**config.mk**
```make
export PLATFORM = sky130hd
export DESIGN_NAME = fp_credit_buffer
export DESIGN_NICKNAME = d
export VERILOG_FILES = /design/src/rtl/fp_credit_buffer.sv
export SDC_FILE = /design/constraint.sdc
export NUM_CORES = 1
export LEC_CHECK = 0
export BUFFER_PORTS_ARGS = -buffer_cell sky130_fd_sc_hd__buf_4
export CAP_MARGIN = 20
export CORE_UTILIZATION = 50
export DETAILED_ROUTE_END_ITERATION = 7
export GPL_TIMING_DRIVEN = 0
export PLACE_DENSITY = 0.67
export SLEW_MARGIN = 40
export SYNTH_ARGS = -nofsm -noshare
export SYNTH_HDL_FRONTEND = slang
export SYNTH_SLANG_ARGS = --single-unit
```
**constraint.sdc**
```tcl
create_clock -name i_clk -period 8.04 [get_ports i_clk]
set_input_delay 0.402 -clock i_clk [delete_from_list [all_inputs] [get_ports i_clk]]
set_output_delay 0.402 -clock i_clk [all_outputs]
set_load 0.02 [all_outputs]
```
**src/rtl/fp_credit_buffer.sv**
```systemverilog
// Credit-based result buffer around a fixed-latency FP pipeline without backpressure.
// Optional FP_CREDIT_BUFFER_RES_ERR_EN adds the inf/NaN result flag (o_res_err, o_err).
module fp_credit_buffer #(
    parameter int FLEN    = 64,
    parameter int NE      = 11,
    parameter int LATENCY = 16,
    parameter int DEPTH   = 16
) (
    input  logic            i_clk,
    input  logic            i_rst,
    input  logic            i_arg_vld,
    output logic            o_arg_rdy,
    input  logic [FLEN-1:0] i_a,
    input  logic [FLEN-1:0] i_b,
    input  logic [FLEN-1:0] i_c,
    output logic            o_pipe_arg_vld,
    output logic [FLEN-1:0] o_pipe_a,
    output logic [FLEN-1:0] o_pipe_b,
    output logic [FLEN-1:0] o_pipe_c,
    input  logic            i_pipe_res_vld,
    input  logic [FLEN-1:0] i_pipe_res,
    output logic            o_res_vld,
    input  logic            i_res_rdy,
    output logic [FLEN-1:0] o_res,
    output logic            o_busy,
    output logic            o_proto_err
`ifdef FP_CREDIT_BUFFER_RES_ERR_EN
    ,
    output logic            o_res_err,
    output logic            o_err
`endif
);

    localparam int CW = $clog2(DEPTH + 1);
    localparam int PW = $clog2(DEPTH);
`ifdef FP_CREDIT_BUFFER_RES_ERR_EN
    localparam int FW = FLEN + 1;
`else
    localparam int FW = FLEN;
`endif

    if (LATENCY < 1 || DEPTH < 2 || NE < 1 || NE > FLEN - 1) begin : g_cfg_err
        $error("fp_credit_buffer: illegal parameter set");
    end

    logic [CW-1:0] r_inflight;
    logic [CW-1:0] r_occ;
    logic [PW-1:0] r_wr_ptr;
    logic [PW-1:0] r_rd_ptr;
    logic [FW-1:0] r_mem [DEPTH];
    logic          r_proto_err;

    logic [CW:0]   w_used;
    logic          w_accept;
    logic          w_pop;
    logic          w_push;
    logic          w_drop;
    logic [FW-1:0] w_wdata;
    logic [FW-1:0] w_head;

    function automatic logic [PW-1:0] f_next(input logic [PW-1:0] p);
        return (p == PW'(DEPTH - 1)) ? '0 : p + PW'(1);
    endfunction

    // Credits cover both in-flight operations and stored results.
    assign w_used    = {1'b0, r_inflight} + {1'b0, r_occ};
    assign o_arg_rdy = !i_rst && (w_used != (CW+1)'(DEPTH));
    assign o_busy    = (w_used != '0);
    assign o_res_vld = (r_occ != '0);

    assign w_accept = i_arg_vld & o_arg_rdy;
    assign w_pop    = o_res_vld & i_res_rdy;
    assign w_push   = i_pipe_res_vld & (r_inflight != '0);
    assign w_drop   = i_pipe_res_vld & (r_inflight == '0);

    assign o_pipe_arg_vld = w_accept;
    assign o_pipe_a       = i_a;
    assign o_pipe_b       = i_b;
    assign o_pipe_c       = i_c;

`ifdef FP_CREDIT_BUFFER_RES_ERR_EN
    assign w_wdata = {(&i_pipe_res[FLEN-2 -: NE]), i_pipe_res};
`else
    assign w_wdata = i_pipe_res;
`endif

    assign w_head      = r_mem[r_rd_ptr];
    assign o_res       = w_head[FLEN-1:0];
    assign o_proto_err = r_proto_err;

    always_ff @(posedge i_clk) begin
        if (i_rst) begin
            r_inflight  <= '0;
            r_occ       <= '0;
            r_wr_ptr    <= '0;
            r_rd_ptr    <= '0;
            r_proto_err <= 1'b0;
        end else begin
            if (w_accept && !w_push)
                r_inflight <= r_inflight + CW'(1);
            else if (!w_accept && w_push)
                r_inflight <= r_inflight - CW'(1);
            if (w_push && !w_pop)
                r_occ <= r_occ + CW'(1);
            else if (!w_push && w_pop)
                r_occ <= r_occ - CW'(1);
            if (w_push)
                r_wr_ptr <= f_next(r_wr_ptr);
            if (w_pop)
                r_rd_ptr <= f_next(r_rd_ptr);
            if (w_drop)
                r_proto_err <= 1'b1;
        end
    end

    always_ff @(posedge i_clk) begin
        if (w_push)
            r_mem[r_wr_ptr] <= w_wdata;
    end

`ifdef FP_CREDIT_BUFFER_RES_ERR_EN
    logic r_err;

    assign o_res_err = o_res_vld & w_head[FLEN];
    assign o_err     = r_err;

    always_ff @(posedge i_clk) begin
        if (i_rst)
            r_err <= 1'b0;
        else if (w_pop && w_head[FLEN])
            r_err <= 1'b1;
    end
`endif

endmodule

```
==> metrics.csv <==
stage,metric,value,unit
global_route,vias in the first global route,21762,
cts,quantity of hold-fixing buffers added after cts,1,
logic_synthesis,largest family of logic cells by synthesized area,multiplexers,
global_route,initial antenna violation count,11,
routing,vias per cell,5.83,
finish,Multi-input gate area,0.00807,mm2
floorplan,# rows,104,
cts,CTS Buffer Depth,3,
finish,layout filler cell count,5560,
sta,RSZ-0062 raised after global routing,false,
sta,final worst-path cycle share,0.463,
setup_path,flop-to-flop setup slack,4320,ps
logic_synthesis,Post-Synth XOR/XNOR Area,0.00170,
sta,endpoints failing setup,0,
logic_synthesis,mux cell area share after synthesis,0.142,
cts,CTS tree,done,
routing,DRT iter0 DRCs,2224,
logic_synthesis,mean post-synth cell area,21.3,um2
global_route,total track usage,0.255,
finish,final net count,2756,
global_route,first-pass GRT wire length,150000,um
cts,clock transition at the registers of the reported paths,60,ps
floorplan,Die Wd,289,um
sta,Hold Slack,36.7,ps
sta,Fin Clk Skew,23.0,ps
global_route,pin count of the biggest net entering global routing,17,
power,Pleak,17.1,nW
logic_synthesis,area of the mapped netlist,0.0411,mm2
worst_hold_path,Worst Hold Class,in -> reg,
routing,DR WL/cell,29.3,um
logic_synthesis,Simple-Gate Fraction of Synth Area,0.0143,
cts,CTS sink cnt,1047,
cts,Resized cells post-CTS,0,
sta,min cycle time layout,3720,ps
placement,I/O Buffers,328,
sta,Worst Max-Slew Pin Slew,905,ps
status,outcome,"finished, final reports clean",
placement,GPL Wtd Cong,0.933,
setup_path,Critical Path Fanout Max,5,
logic_synthesis,Seq cells post-synth,1047,
finish,"most common cell after layout, fill and taps aside",edfxtp_1,
logic_synthesis,syn_nets,2210,
floorplan,core region area,0.0809,mm2
logic_synthesis,Syn. warnings,0,
routing,DRT Pass-1 Iters,5,
cts,clk root buf,clkbuf_16,
routing,DRC,0,
placement,Placement Cell Area,0.0467,mm2
setup_path,Required @ worst endpoint,8590,ps
logic_synthesis,synthesized instance count,1928,
setup_path,CP Capture Type,register,
power,pwr dens,277,mW/mm2
finish,most frequent cells in the layout,"edfxtp_1, buf_4, mux4_2",
logic_synthesis,area fraction in compound gates after synthesis,0.0291,
sta,relative slew slack,0.397,
global_route,global route overflow,0,
finish,final core occ,0.618,
power,Max VDD drop,0.216,mV
sta,"Slew Viols, Final",0,
placement,Detailed Place HPWL,75100,um
logic_synthesis,library cells used by synthesis,39,
cts,Worst-Skew Late Latency,660,ps
floorplan,DIE AREA,0.0833,mm2
setup_path,arrival time worst endpoint,4270,ps
floorplan,Initial Utilization,0.508,
floorplan,Die Y,289,um
setup_path,critical path class,reg -> reg,
placement,pre-CTS setup slack,4340,ps
finish,area delta synth->final,21.7,%
sta,Final WS setup,4320,ps
floorplan,# IOs,522,
cts,TritonCTS Buffers,102,
finish,share of cells above drive strength 1,0.434,
finish,final instance area,0.0500,mm2
sta,Peak Freq,0.269,GHz
setup_path,CP Launch Type,register,
routing,routed vias,21161,
cts,setup bufs post-CTS,0,
power,Design Power,13.9,mW
finish,Reg area,0.0312,mm2
logic_synthesis,Adder-Cell Fraction of Synth Area,0.00694,
logic_synthesis,sequential-to-total area share from yosys stat,0.759,
routing,"wirelength, routed",106000,um
routing,post-route ant nets,0,
cts,H-tree Lvls,3,
sta,Fin. Hold Viols,0,
flow_run,Max Cap Violations,0,
per-layer routing:
layer	global-route usage	share of wire
met5	0.00909	0.00051
met1	0.344	0.40
met3	0.0647	0.080
met2	0.416	0.50
met4	0.0697	0.024
power breakdown:
| group | internal (mW) | switching [mW] | leakage (nW) |
|---|---|---|---|
| sequential | 6.23 | 0.0779 | 9.42 |
| combinational | 1.29 | 1.55 | 6.02 |
| clock | 2.74 | 1.99 | 1.63 |
| total | 10.2 | 3.61 | 17.1 |
registers in the layout (all words and copies together), names as in the netlist, named ones only:
register and flops:
o_proto_err 1, r_occ 5, r_wr_ptr 4, r_rd_ptr 4, r_mem 1024, r_inflight 5
stage by stage:
step	std cells	setup TNS [ps]
detailed placement	3429	0
finish	3628	0
floorplan	1928	0
global route	3627	0
CTS	3620	0
global placement	3316	-717260
Yosys cell counts:
| master | instances | area (um2) |
|---|---|---|
| or3b_2 | 1 | 8.76 |
| a21o_1 | 4 | 30.0 |
| a211o_1 | 1 | 8.76 |
| or2_2 | 1 | 6.26 |
| a311o_1 | 1 | 10.0 |
| o211ai_2 | 1 | 12.5 |
| nand2b_1 | 4 | 25.0 |
| buf_2 | 7 | 35.0 |
| dfxtp_1 | 23 | 460 |
| nand3_1 | 8 | 40.0 |
| nand2_1 | 75 | 282 |
| o21ai_2 | 2 | 17.5 |
| a22oi_1 | 128 | 961 |
| fa_1 | 3 | 60.1 |
| and3_1 | 1 | 6.26 |
| nor2_1 | 32 | 120 |
| buf_4 | 211 | 1580 |
| buf_1 | 18 | 67.6 |
| mux2i_1 | 3 | 30.0 |
| clkbuf_1 | 41 | 154 |
| inv_1 | 6 | 22.5 |
| and2_1 | 1 | 6.26 |
| nor3_1 | 4 | 20.0 |
| mux2_2 | 2 | 22.5 |
| xnor2_1 | 3 | 26.3 |
| ha_1 | 18 | 225 |
| o211ai_1 | 3 | 22.5 |
| edfxtp_1 | 1024 | 30700 |
| o21ai_0 | 1 | 5.00 |
| o21ai_1 | 1 | 5.00 |
| buf_6 | 6 | 67.6 |
| xor2_1 | 5 | 43.8 |
| mux4_2 | 256 | 5770 |
| a21oi_1 | 19 | 95.1 |
| nor2b_1 | 4 | 25.0 |
| or4_1 | 5 | 37.5 |
| or4_4 | 1 | 11.3 |
| a31oi_1 | 2 | 12.5 |
| a211oi_1 | 2 | 15.0 |
worst paths after layout:
path | cells past startpoint | start | end
min reg2reg | 2 | o_proto_err$_SDFFE_PP0P_ | o_proto_err$_SDFFE_PP0P_
min | 1 | i_pipe_res[61] | r_mem[13][61]$_DFFE_PP_
max reg2reg | 12 | r_inflight[0]$_SDFFE_PP0P_ | r_inflight[4]$_SDFFE_PP0P_
max | 12 | r_inflight[0]$_SDFFE_PP0P_ | r_inflight[4]$_SDFFE_PP0P_
cells by family (layout without fill, tap and decap cells):
family	count (synthesis)	count (layout)
xor+xnor	8	8
buf+inv	289	921
flops	1047	1047
simple gates	137	137
fa+ha+maj	21	21
mux	261	261
other cells	0	8
compound gates	165	165
area by class of cell:
type,count,area share
tap,1060,0.0265
timing repair buffer,442,0.0825
clock buffer,121,0.0537
antenna,8,0.000400
clock inverter,69,0.0128
buffer,283,0.0384
inverter,6,0.000450
multi-input combinational,592,0.161
sequential,1047,0.624
critical path: stages, from the launching register on:
cell      delay, ps
dfxtp_1         450
ha_1            240
fa_1            420
or4_1           540
a21oi_1         240
a21oi_1         150
ha_1            240
inv_1           150
ha_1            290
a21oi_1         220
a211oi_1        120
a31oi_1         190
mux2_2          350
Power figures use the tool's default switching activity.
